## src/rtl/frame_column_loader.sv

```systemverilog
// Configuration-stream loader for one fabric column: decodes header/data word
// pairs, drives FrameData and a one-hot FrameStrobe with setup/hold margins.
module frame_column_loader #(
    parameter int FrameBitsPerRow = 32,
    parameter int MaxFramesPerCol = 20,
    parameter int ColumnIndex     = 0,
    parameter int StrobeCycles    = 1
) (
    input  logic                       UserCLK,
    input  logic                       reset,
    input  logic [31:0]                cfg_word,
    input  logic                       cfg_valid,
    output logic                       cfg_ready,
    output logic [FrameBitsPerRow-1:0] FrameData,
    output logic [MaxFramesPerCol-1:0] FrameStrobe,
    output logic [MaxFramesPerCol-1:0] frames_loaded,
    output logic                       column_done,
    output logic                       cfg_error
);

    typedef enum logic [2:0] {
        S_IDLE,
        S_DATA,
        S_SETUP,
        S_STROBE,
        S_HOLD
    } state_t;

    localparam int             CW       = (StrobeCycles > 1) ? $clog2(StrobeCycles) : 1;
    localparam logic [CW-1:0]  CNT_LOAD = CW'(StrobeCycles - 1);
    localparam logic [7:0]     COL      = 8'(ColumnIndex);
    localparam logic [5:0]     NFRAMES  = 6'(MaxFramesPerCol);

    state_t                     r_state;
    state_t                     w_next;
    logic [7:0]                 r_col;
    logic [4:0]                 r_frame;
    logic                       r_clr;
    logic [CW-1:0]              r_cnt;
    logic [FrameBitsPerRow-1:0] r_data;
    logic [MaxFramesPerCol-1:0] r_strobe;
    logic [MaxFramesPerCol-1:0] r_loaded;
    logic                       r_done;
    logic                       r_error;

    logic                       w_ready;
    logic                       w_accept;
    logic                       w_hdr_ok;
    logic                       w_match;
    logic [MaxFramesPerCol-1:0] w_onehot;
    logic                       w_unused_bits;

    assign w_ready       = (r_state == S_IDLE) || (r_state == S_DATA);
    assign w_accept      = cfg_valid && w_ready;
    assign w_hdr_ok      = (cfg_word[31:24] == 8'hA5) && ({1'b0, cfg_word[4:0]} < NFRAMES);
    assign w_match       = (r_col == COL);
    assign w_onehot      = MaxFramesPerCol'(1) << r_frame;
    assign w_unused_bits = ^cfg_word[14:5];

    always_comb begin
        w_next = r_state;
        case (r_state)
            S_IDLE:   if (w_accept && w_hdr_ok) w_next = S_DATA;
            S_DATA:   if (w_accept) w_next = w_match ? S_SETUP : S_IDLE;
            S_SETUP:  w_next = S_STROBE;
            S_STROBE: if (r_cnt == '0) w_next = S_HOLD;
            S_HOLD:   w_next = S_IDLE;
            default:  w_next = S_IDLE;
        endcase
    end

    always_ff @(posedge UserCLK) begin
        if (reset) r_state <= S_IDLE;
        else       r_state <= w_next;
    end

    always_ff @(posedge UserCLK) begin
        if (reset) begin
            r_col    <= '0;
            r_frame  <= '0;
            r_clr    <= 1'b0;
            r_cnt    <= '0;
            r_data   <= '0;
            r_strobe <= '0;
            r_loaded <= '0;
            r_done   <= 1'b0;
            r_error  <= 1'b0;
        end else begin
            if (r_state == S_IDLE && w_accept) begin
                if (w_hdr_ok) begin
                    r_col   <= cfg_word[23:16];
                    r_frame <= cfg_word[4:0];
                    r_clr   <= cfg_word[15];
                end else begin
                    r_error <= 1'b1;
                end
            end
            // A mismatched column leaves the data bus untouched.
            if (r_state == S_DATA && w_accept && w_match) begin
                r_data <= FrameBitsPerRow'(cfg_word);
                if (r_clr) r_loaded <= '0;
            end
            if (r_state == S_SETUP)
                r_cnt <= CNT_LOAD;
            else if (r_state == S_STROBE && r_cnt != '0)
                r_cnt <= r_cnt - 1'b1;
            r_strobe <= (w_next == S_STROBE) ? w_onehot : '0;
            if (r_state == S_STROBE && r_cnt == CNT_LOAD)
                r_loaded <= r_loaded | w_onehot;
            r_done <= &r_loaded;
        end
    end

    assign cfg_ready     = w_ready;
    assign FrameData     = r_data;
    assign FrameStrobe   = r_strobe;
    assign frames_loaded = r_loaded;
    assign column_done   = r_done;
    assign cfg_error     = r_error;

endmodule

```

## config.mk

```make
export PLATFORM = sky130hd
export DESIGN_NAME = frame_column_loader
export DESIGN_NICKNAME = d
export VERILOG_FILES = /design/src/rtl/frame_column_loader.sv
export SDC_FILE = /design/constraint.sdc
export NUM_CORES = 1
export LEC_CHECK = 0
export CORE_ASPECT_RATIO = 1.4
export CORE_MARGIN = 5
export CORE_UTILIZATION = 56
export DETAILED_ROUTE_END_ITERATION = 12
export DONT_BUFFER_PORTS = 1
export PLACE_DENSITY = 0.71
export SYNTH_ARGS = -nofsm -noshare
export SYNTH_HDL_FRONTEND = slang
export SYNTH_SLANG_ARGS = --single-unit
export TNS_END_PERCENT = 30
```

## constraint.sdc

```tcl
create_clock -name UserCLK -period 5.2 [get_ports UserCLK]
set_input_delay 1.04 -clock UserCLK [delete_from_list [all_inputs] [get_ports UserCLK]]
set_output_delay 1.04 -clock UserCLK [all_outputs]
set_load 0.01 [all_outputs]
```

Word-level counts from Yosys, hierarchy flattened
Cells that the tools add are included.
{ "word_totals": {"reg_bits": 92, "latchBits": 0, "mem_bits_rw": 0, "mem_bits_ro": 0, "in_bits": 35, "out_inout_bits": 75, "wordCells": 49, "mem_count": 0} }
{ "classes": {"addsub": 1, "multipliers": 0, "n_div": 0, "n_lt_le_gt_ge": 1, "n_eq_ne": 5, "shift": 1, "n_mux": 8, "bitwise_logic": 4, "reduce_logical": 19} }
{ "ops": {"columns": ["cell", "n"], "rows": [
  ["20-bit 2-to-1 mux", 3],
  ["20-bit bitwise OR", 1],
  ["20-bit AND reduction", 1],
  ["1-bit by 5-bit left shift with 20-bit output, first input constant", 1],
  ["3-bit one-hot mux with 4 select lines", 1],
  ["3-bit by 2-bit == test with 1-bit output, second input constant", 3],
  ["3-bit 2-to-1 mux", 3],
  ["8-bit == test, second input constant", 1],
  ["1-bit logical AND", 8],
  ["8-bit logical NOT", 1],
  ["2-bit AND reduction", 3],
  ["5-bit less-than comparator, second input constant", 1],
  ["2-bit nonzero test", 2],
  ["2-bit OR reduction", 2],
  ["3-bit by 1-bit == test with 1-bit output, second input constant", 1],
  ["3-bit logical NOT", 1],
  ["1-bit inverter", 3],
  ["2-bit 2-to-1 mux", 1],
  ["1-bit logical OR", 1],
  ["1-bit subtractor, second input constant", 1]
]} }

Longest topological paths before layout
Gate-level depths: netlist of run 1.
{ "logic_depth": {"word_depth": 9, "depth_mapped": 6, "depth_no_buf": 4} }

Worst setup path before layout of run 1
No wires, ideal clock.
{ "synth_path": {"path_kind": "input-to-reg", "start": "in cfg_word[27]", "end": "reg r_strobe[10] (netlist: FrameStrobe[10])", "setup_ns": 0.092, "t_arrival_ns": 2.345, "t_required_ns": 5.108, "setup_slack_ns": 2.763, "cell_stages": 5, "n_path_buf": 1, "cell_sequence": "nor4b_2 -> nand4_4 -> a211o_1 -> buf_6 -> nor4_1"} }
{ "synth_between": {"elab_chain_cells": 8} }
{ "synth_lines": {"columns": ["element", "line_no", "rtl"], "rows": [
  ["start, declared", "11", "input logic [31:0] cfg_word,"],
  ["8-bit == test", "55", "assign w_hdr_ok = (cfg_word[31:24] == 8'hA5) && ({1'b0, cfg_word[4:0]} < NFRAMES);"],
  ["1-bit logical AND", "55", null],
  ["1-bit logical AND", "63", "S_IDLE: if (w_accept && w_hdr_ok) w_next = S_DATA;"],
  ["3-bit 2-to-1 mux", "63", null],
  ["3-bit one-hot mux with 4 select lines", "62", "case (r_state)"],
  ["3-bit by 2-bit == test with 1-bit output", "107", "r_strobe <= (w_next == S_STROBE) ? w_onehot : '0;"],
  ["1-bit inverter (no line)", null, null],
  ["2-bit OR reduction (no line)", null, null],
  ["end signal, assigned", "107", null],
  ["end, declared", "41", "logic [MaxFramesPerCol-1:0] r_strobe;"]
]} }
Every way passes these cells.
A chain may end at the register's enable or synchronous reset.

Worst setup path in the final report of run 1
{ "layout_path": {"start": "in cfg_word[2]", "end": "reg r_strobe[3] (netlist: FrameStrobe[3])"} }
{ "layout_between": {"elab_chain_cells": 8} }
{ "layout_lines": {"columns": ["element", "line_no"], "rows": [
  ["5-bit less-than comparator", "55"],
  ["1-bit logical AND", "55"],
  ["1-bit logical AND", "63"],
  ["3-bit 2-to-1 mux", "63"],
  ["3-bit one-hot mux with 4 select lines", "62"],
  ["3-bit by 2-bit == test with 1-bit output", "107"],
  ["1-bit inverter (no line)", null],
  ["2-bit OR reduction (no line)", null]
]} }
Every way passes these cells.

==> results_dict.tcl, run 1 <==
set metrics [dict create \
    overflow 0 \
    synth_commonest_cells "dfxtp_1 (92), nand2_1 (67), nor2_1 (43)" \
    grt_pass1_wl_microns 11600 \
    finClkSkew_ns 0.0119 \
    setup_viol 0 \
    yosysMostFrequentCell "dfxtp_1" \
    clk_path_buf_depth 2 \
    syn_inst 361 \
    async_flop_share_pct 0 \
    fmax_ghz 0.375 \
    synth_nets 396 \
    layout.nets 384 \
    netlist.area_leader.share_pct 56.2 \
    report.final.hold_viol_count 0 \
    combPwrFrac_pct 0.7 \
    power.switching_w 0.000256 \
    finalNonFillerCells 424 \
    clk_latency_ns 0.37 \
    holdWs_ns 0.486 \
    synth_edf_count 0 \
    drt_pass1_iterations 5 \
    relSlewSlack_pct 58.9 \
    path_class "in -> reg" \
    core-area_sq_um 5780 \
    fp.dieW_microns 74.7 \
    post-route-drc-count 0 \
    crit_fanout 21 \
    syn_avg_cell_area_sq_um 9.08 \
    cap_violations 0 \
    min_path_type "reg -> reg" \
    ys.flop_type "dfxtp_1" \
    clock-root-buffer "clkbuf_8" \
    ys_warn_count 0 \
    irDropWorstVdd_mv 0.193 \
    start_kind "primary input" \
    cts_repair_resize_count 0 \
    fin_crit_ns 2.66 \
    dp_hpwl_microns 5180 \
    tightest_slew_ns 0.617 \
    endpoint_kind "flop" \
    postCtsSetupBuffers 0 \
    cts_tree "built" \
    grt_pass1_vias 2292 \
    antenna_left 0 \
    required_ns 5.47 \
    gp_congestion 0.782 \
    swShare_pct 21.5 \
    routed_wl_microns 7250 \
    area_delta_synth_final_pct 5.88 \
    antenna_found_initial 0 \
    antenna_cells 0 \
    avgRoutedWirePerCell_microns 17.1 \
    finalMaxSlewViolations 0 \
    die_area_sq_um 7500 \
    initial_utilization_pct 56.7 \
    vias 2422 \
    grt_use_total_pct 20.5 \
    dp_cells 408 \
    final_util_pct 60.0 \
    cts_sinks 92 \
    drt_iter0_markers 176 \
    rsz0062_at_grt "no" \
    cp_data_arrival_time_ns 2.93 \
    pwr-share-seq_pct 59.4 \
    synth.top_cells.by_area "dfxtp_1 (56%), nand2_1 (7.7%), a21oi_1 (6.1%)" \
    clk_pin_slew_worst_paths_ns 0.09 \
    fin_crit_sh_pct 51.2 \
    io_pins 110 \
    numCtsBuffers 9 \
    hold_buffers 0 \
    synth_seq_area_share_pct 56.2 \
    rows 33 \
    power.density_nw_per_um2 342 \
    synth_area_leader_cell "dfxtp_1" \
    synth-seq-cells 92 \
    power_leakage_nw 1.26 \
    p_int_w 0.000932 \
    place_area_sq_um 3270 \
    h-tree-depth 3 \
    setup_tns_ns 0 \
    status "finished clean" \
    viasPerCell 5.71 \
    port_buffers 0 \
    synth.distinct_cells 34 \
    die_h_microns 101 \
    p_clk_share_pct 39.9 \
    syn_area_sq_um 3280 \
    fin_area_sq_um 3470 \
    drive_gt1_share_pct 7.63 \
    grt_max_degree 58 \
]
[cells by family (layout without fill, tap and decap cells)]
family	count (synthesis)	count (layout)	synth area share, %
AOI/OAI and AO/OA	56	56	9.51
buffers and inverters	27	20	3.63
DFF	92	92	56.2
muxes	14	14	4.28
and+or+nand+nor	172	172	26.4
[path summary, 6_finish.rpt]
kind | startpoint | endpoint | slack [ns] | cells after the start
worst max register to register | r_state[2]$_SDFF_PP0_ | FrameStrobe[3]$_SDFF_PP0_ | 2.96 | 4
worst min-delay path | r_cnt$_SDFFE_PP0P_ | r_cnt$_SDFFE_PP0P_ | 0.49 | 1
worst max-delay path | cfg_word[2] | FrameStrobe[3]$_SDFF_PP0_ | 2.54 | 4
worst min register to register | r_cnt$_SDFFE_PP0P_ | r_cnt$_SDFFE_PP0P_ | 0.49 | 1
[registers in the layout (all words and copies together), names as in the netlist]
register and count:
r_cnt 1, r_state 3, r_clr 1, FrameStrobe 20
cfg_error 1, frames_loaded 20, r_col 8, FrameData 32
r_frame 5, column_done 1
[layout by cell type (no fill, tap or decap), types with 2 or more instances in the layout]
cell type / Yosys / routed
mux2i_1: 14 / 14
nor3b_1: 3 / 3
nand2_1: 67 / 67
o21a_1: 7 / 7
nor3_1: 8 / 8
nor4_1: 19 / 19
clkbuf_8: 0 / 9
a21o_1: 2 / 2
inv_6: 0 / 2
dfxtp_1: 92 / 92
nor2_1: 43 / 43
a31oi_1: 4 / 4
nand4_1: 5 / 5
clkinv_2: 0 / 2
nor4_2: 2 / 2
nor2b_1: 2 / 2
buf_4: 0 / 3
nand3_1: 3 / 3
or2_2: 2 / 2
nand3b_1: 2 / 2
or3_1: 3 / 3
nand2b_1: 4 / 4
o21ai_0: 2 / 2
a21oi_1: 40 / 40
[layout make-up]
cell class              count  area, sq um
fillers                   535         2310
inverters                   1         3.75
flip-flops and latches     92         1840
repair buffers              3         22.5
clock inverters             7         73.8
multi-input cells         242         1320
clock buffers               9          124
well taps                  70         87.6
[power groups by stage]
stage	clock [W]	sequential (W)	combinational [W]
after floorplan	0	0.000722	0.0000128
after global placement	0	0.000722	0.00000858
after detailed placement	0	0.000722	0.00000871
after CTS	0.000485	0.000706	0.00000876
after global routing	0.000524	0.000706	0.00000942
final	0.000474	0.000706	0.00000856
[critical path, stage by stage]
cell     delay [ns]
o21ai_0        0.46
nand4_4        0.39
a211o_1        0.65
nor4_1         0.38
[layer usage]
layer	wire (microns)	track usage, %
met5	0	0
met4	129	8.08
met3	698	9.68
met2	3670	32.4
met1	2750	23.7
[stage by stage]
step / setup WS, ns / total power [W]
after detailed placement: 2.12 / 0.000731
after floorplan: 2.76 / 0.000735
after global routing: 2.40 / 0.00124
after CTS: 2.48 / 0.00120
after global placement: 2.22 / 0.000731
final: 2.54 / 0.00119
Power figures use the tool's default switching activity.
==> inputs of run 2 (changes only) <==
==> constraint.sdc (replaced) <==
create_clock -name UserCLK -period 2.72 [get_ports UserCLK]
set_input_delay 0.544 -clock UserCLK [delete_from_list [all_inputs] [get_ports UserCLK]]
set_output_delay 0.544 -clock UserCLK [all_outputs]
set_load 0.01 [all_outputs]
==> results_dict.tcl, run 2 (synthesis gave the netlist of run 1 again) <==
set metrics [dict create \
    required_ns 2.98 \
    start_kind "flop" \
    gp_congestion 0.782 \
    crit_path_end "FrameStrobe[3]$_SDFF_PP0_" \
    drt_iter0_markers 121 \
    fp.dieW_microns 74.7 \
    rsz0062_at_grt "no" \
    path_class "reg -> reg" \
    min_path_type "in -> reg" \
    hold_buffers 0 \
    cp_slowest_cell "a211o_1" \
    cap_violations 0 \
    drive_gt1_share_pct 8.15 \
    clk_latency_ns 0.35 \
    setup_tns_ns 0 \
    total_power_w 0.00236 \
    wl_met3_microns 622 \
    routed_wl_microns 7190 \
    avgRoutedWirePerCell_microns 16.9 \
    irDropWorstVdd_mv 0.523 \
    antenna_cells 0 \
    drt_pass1_iterations 4 \
    rows 33 \
    crit_fanout 21 \
    power.density_nw_per_um2 672 \
    die_h_microns 101 \
    crit_start "r_state[2]$_SDFF_PP0_" \
    relSlewSlack_pct 58.3 \
    fin_crit_ns 1.94 \
    fmax_ghz 0.514 \
    overflow 0 \
    initial_utilization_pct 56.7 \
    place_area_sq_um 3290 \
    layout_common_cells "dfxtp_1 (92), nand2_1 (67), nor2_1 (43)" \
    finalMaxSlewViolations 0 \
    grt_use_total_pct 20.5 \
    status "finished clean" \
    power_leakage_nw 1.28 \
    viasPerCell 5.71 \
    grt_max_degree 58 \
    r2r_cells 4 \
    report.final.hold_viol_count 0 \
    clock-root-buffer "clkbuf_8" \
    largest_register_ffs 32 \
    die_area_sq_um 7500 \
    post-route-drc-count 0 \
    crit_chain "nor4b_4 -> nand4_4 -> a211o_1 -> nor4_1" \
    setup_viol 0 \
    grt_pass1_wl_microns 11800 \
    cts_sinks 92 \
    postCtsSetupBuffers 0 \
    max_stage_delay_ns 0.57 \
    h-tree-depth 3 \
    fin_crit_sh_pct 71.5 \
    port_buffers 0 \
    grt_pass1_vias 2392 \
    antenna_left 0 \
    wl_met2_microns 3710 \
    m1WireLength_microns 2680 \
    cts_repair_resize_count 0 \
    io_pins 110 \
    area_delta_synth_final_pct 7.10 \
    r2r_slack_ns 0.78 \
    antenna_found_initial 0 \
    tightest_slew_ns 0.625 \
    layout.nets 386 \
    dr.max_layer_used "met4" \
    final_common_cell "dfxtp_1" \
    r2r-end "FrameStrobe[3]$_SDFF_PP0_" \
    reg2reg_from "r_state[2]$_SDFF_PP0_" \
    core-area_sq_um 5780 \
    clk_path_buf_depth 2 \
    cts_tree "built" \
    fin_area_sq_um 3510 \
    finClkSkew_ns 0.0117 \
    cp_data_arrival_time_ns 2.20 \
    endpoint_kind "flop" \
    preCtsSetupSlack_ns 0.582 \
    numCtsBuffers 9 \
    dp_hpwl_microns 5140 \
    vias 2431 \
    setup_ws_ns 0.776 \
    clk_pin_slew_worst_paths_ns 0.09 \
]
run 2: cell types whose count changed in the layout (fill, tap and decap cells not counted), sizes merged:
cell	change
buf	+2
bufinv	+1
inv	-1
run 2: critical path: cells and delay by family, from the launching register on:
kind	cells	cell delay (ns)
AND/OR/NAND/NOR	3	0.89
AO/OA/AOI/OAI	1	0.57
flip-flops	1	0.38
run 2: final cells by class:
cell class                 instances  area, sq um
clock buffer                       9          124
clock inverter                     7         98.8
fill                             509         2270
inverter                           1         3.75
multi-input combinational        242         1320
sequential                        92         1840
tap                               70         87.6
timing repair buffer               5         37.5
run 2: how the worst min path moves through the flow:
stage | end | cells past startpoint | start | slack, ns
floorplan | r_cnt$_SDFFE_PP0P_ | 1 | r_cnt$_SDFFE_PP0P_ | 0.46
global placement | r_cnt$_SDFFE_PP0P_ | 1 | r_cnt$_SDFFE_PP0P_ | 0.47
detailed placement | r_cnt$_SDFFE_PP0P_ | 1 | r_cnt$_SDFFE_PP0P_ | 0.48
CTS | FrameData[29]$_SDFFE_PP0P_ | 1 | reset | 0.23
global route | FrameData[29]$_SDFFE_PP0P_ | 1 | reset | 0.22
finish | FrameData[29]$_SDFFE_PP0P_ | 1 | reset | 0.25
run 2: power breakdown:
part	switching (W)	internal, W	total, W
clock	0.000469	0.000522	0.000991
combinational	0.00000975	0.00000806	0.0000178
sequential	0.00000188	0.00135	0.00135
run 2: per-layer routing:
metal | vias up | track usage [%]
met5 | - | 0
met2 | 77 | 33.5
met3 | 16 | 7.78
met4 | 0 | 8.90
met1 | 1122 | 23.4
li1 | 1216 | -
run 2: stage by stage:
stage / hold WS, ns / utilization (%) / instances
detailed placement: 0.485 / 56.9 / 410
floorplan: 0.461 / - / 361
CTS: 0.229 / 60.7 / 426
finish: 0.251 / 60.7 / 426
global placement: 0.467 / 56.9 / 410
global route: 0.223 / 60.7 / 426
==> inputs of run 3 (changes only) <==
--- a/config.mk
+++ b/config.mk
@@ -7,10 +7,10 @@
 export LEC_CHECK = 0
 export CORE_ASPECT_RATIO = 1.4
 export CORE_MARGIN = 5
-export CORE_UTILIZATION = 56
+export CORE_UTILIZATION = 55
 export DETAILED_ROUTE_END_ITERATION = 12
 export DONT_BUFFER_PORTS = 1
-export PLACE_DENSITY = 0.71
+export PLACE_DENSITY = 0.73
 export SYNTH_ARGS = -nofsm -noshare
 export SYNTH_HDL_FRONTEND = slang
 export SYNTH_SLANG_ARGS = --single-unit
==> constraint.sdc (replaced) <==
create_clock -name UserCLK -period 1.6 [get_ports UserCLK]
set_input_delay 0.32 -clock UserCLK [delete_from_list [all_inputs] [get_ports UserCLK]]
set_output_delay 0.32 -clock UserCLK [all_outputs]
set_load 0.01 [all_outputs]
==> results_dict.tcl, run 3 (synthesis gave the netlist of run 1 again) <==
set metrics [dict create \
    h-tree-depth 3 \
    seq_area_sq_um 1840 \
    r2r_slack_ns -0.04 \
    path_class "reg -> reg" \
    cp_data_arrival_time_ns 1.91 \
    cts_tree "built" \
    viasPerCell 5.66 \
    report.final.hold_viol_count 0 \
    finalMaxSlewViolations 0 \
    drt_iter0_markers 116 \
    drt_pass1_iterations 4 \
    endpoint_kind "flop" \
    place_area_sq_um 3450 \
    port_buffers 0 \
    grt_use_total_pct 20.4 \
    reg2reg_from "r_state[0]$_SDFF_PP0_" \
    violations "setup timing" \
    avgRoutedWirePerCell_microns 17.4 \
    required_ns 1.86 \
    antenna_found_initial 0 \
    fill_cells 512 \
    layout_common_cells "dfxtp_1 (90), nand2_1 (67), nor2_1 (43)" \
    hp-start "reset" \
    rsz0062_at_grt "yes" \
    vias 2492 \
    multiInputGateArea_sq_um 1410 \
    fin_crit_ns 1.64 \
    area_delta_synth_final_pct 14.1 \
    die_h_microns 101 \
    grt_max_degree 58 \
    power_leakage_nw 1.38 \
    routed_wl_microns 7650 \
    finClkSkew_ns 0.0101 \
    r2r_cells 5 \
    relSlewSlack_pct 75.7 \
    final_util_pct 64.2 \
    initial_utilization_pct 56.3 \
    fin_crit_sh_pct 103 \
    hold-path-cell-count 1 \
    fin_area_sq_um 3740 \
    power.density_nw_per_um2 1040 \
    clk_path_buf_depth 2 \
    status "finished with violations" \
    die_area_sq_um 7620 \
    crit_fanout 21 \
    clk_pin_slew_worst_paths_ns 0.09 \
    largest_register_ffs 32 \
    fp.dieW_microns 75.2 \
    cts_sinks 92 \
    drive_gt1_share_pct 14.6 \
    antenna_left 0 \
    setup_viol 16 \
    grt_pass1_wl_microns 11800 \
    clk_latency_ns 0.36 \
    grt_pass1_vias 2464 \
    gp_congestion 0.815 \
    hold_buffers 0 \
    cap_violations 0 \
    layout.nets 400 \
    hold_end "FrameData[11]$_SDFFE_PP0P_" \
    final_common_cell "dfxtp_1" \
    irDropWorstVdd_mv 0.831 \
    numCtsBuffers 9 \
    tightest_slew_ns 0.364 \
    min_path_type "in -> reg" \
    post-route-drc-count 0 \
    core-area_sq_um 5820 \
    start_kind "flop" \
    setup_ws_ns -0.0411 \
    overflow 0 \
    antenna_cells 0 \
    rows 33 \
    r2r-end "FrameStrobe[6]$_SDFF_PP0_" \
    io_pins 110 \
    fmax_ghz 0.609 \
    clock-root-buffer "clkbuf_8" \
    dp_hpwl_microns 5570 \
]
-- run 3: cell count changes in the layout (fill, tap and decap cells not counted), moves of 2 or more --
cell,delta
dfxtp_1,-2
dfxtp_2,+2
nor4_1,-7
nor4_2,+6
buf_12,+4
buf_4,+9
nor4b_4,+2
clkbuf_1,+3
-- run 3: repair_timing --
action | CTS | global route
pin swaps | 0 | 0
gates resized for setup | 5 | 11
endpoints found under the hold margin | 0 | 0
buffers inserted | 1 | 0
gates cloned | 0 | 0
setup endpoints to repair | 60 | 69
-- run 3: stage by stage --
stage	cells	hold WS (ns)	TNS (ns)	worst slack, ns	total power (W)
floorplan	361	0.456	-0.444	-0.0344	0.00239
global placement	423	0.401	-0.703	-0.0357	0.00239
CTS	440	0.0196	-0.525	-0.0573	0.00388
finish	440	0.0420	-0.304	-0.0411	0.00387
global route	440	0.0246	-1.92	-0.132	0.00399
detailed placement	423	0.404	-1.90	-0.109	0.00239
-- run 3: layout make-up --
type                       instances  area share, %
multi-input combinational        242           37.7
clock inverter                     3           1.24
tap                               70           2.34
sequential                        92           49.3
clock buffer                      13           3.98
inverter                           1          0.100
timing repair buffer              19           5.35
-- run 3: critical path, stage by stage, from the launching register on --
cell	delay (ns)
dfxtp_2	0.34
nor4b_4	0.33
nand4_4	0.13
a211o_1	0.31
buf_12	0.17
nor4_2	0.27
-- run 3: metal layers --
layer | up-vias | GRT usage (%) | wire (microns)
met3 | 14 | 6.75 | 620
met2 | 82 | 35.0 | 3970
li1 | 1244 | - | -
met1 | 1152 | 21.9 | 2870
met5 | - | 0 | 0
met4 | 0 | 10.6 | 187
-- run 3: power by group --
part | switching, W | internal (W) | total [W]
sequential | 0.00000302 | 0.00229 | 0.00229
combinational | 0.0000183 | 0.0000237 | 0.0000420
clock | 0.000767 | 0.000770 | 0.00154
-- run 3: worst max-delay path by stage --
stage | start | endpoint | cells past startpoint
5_1_grt | r_state[0]$_SDFF_PP0_ | FrameStrobe[17]$_SDFF_PP0_ | 5
4_1_cts | r_state[0]$_SDFF_PP0_ | FrameStrobe[6]$_SDFF_PP0_ | 5
3_5_place_dp | r_col[0]$_SDFFE_PP0P_ | FrameData[27]$_SDFFE_PP0P_ | 5
3_3_place_gp | r_state[0]$_SDFF_PP0_ | FrameStrobe[1]$_SDFF_PP0_ | 5
2_1_floorplan | r_state[0]$_SDFF_PP0_ | FrameStrobe[7]$_SDFF_PP0_ | 5
6_report | r_state[0]$_SDFF_PP0_ | FrameStrobe[6]$_SDFF_PP0_ | 5
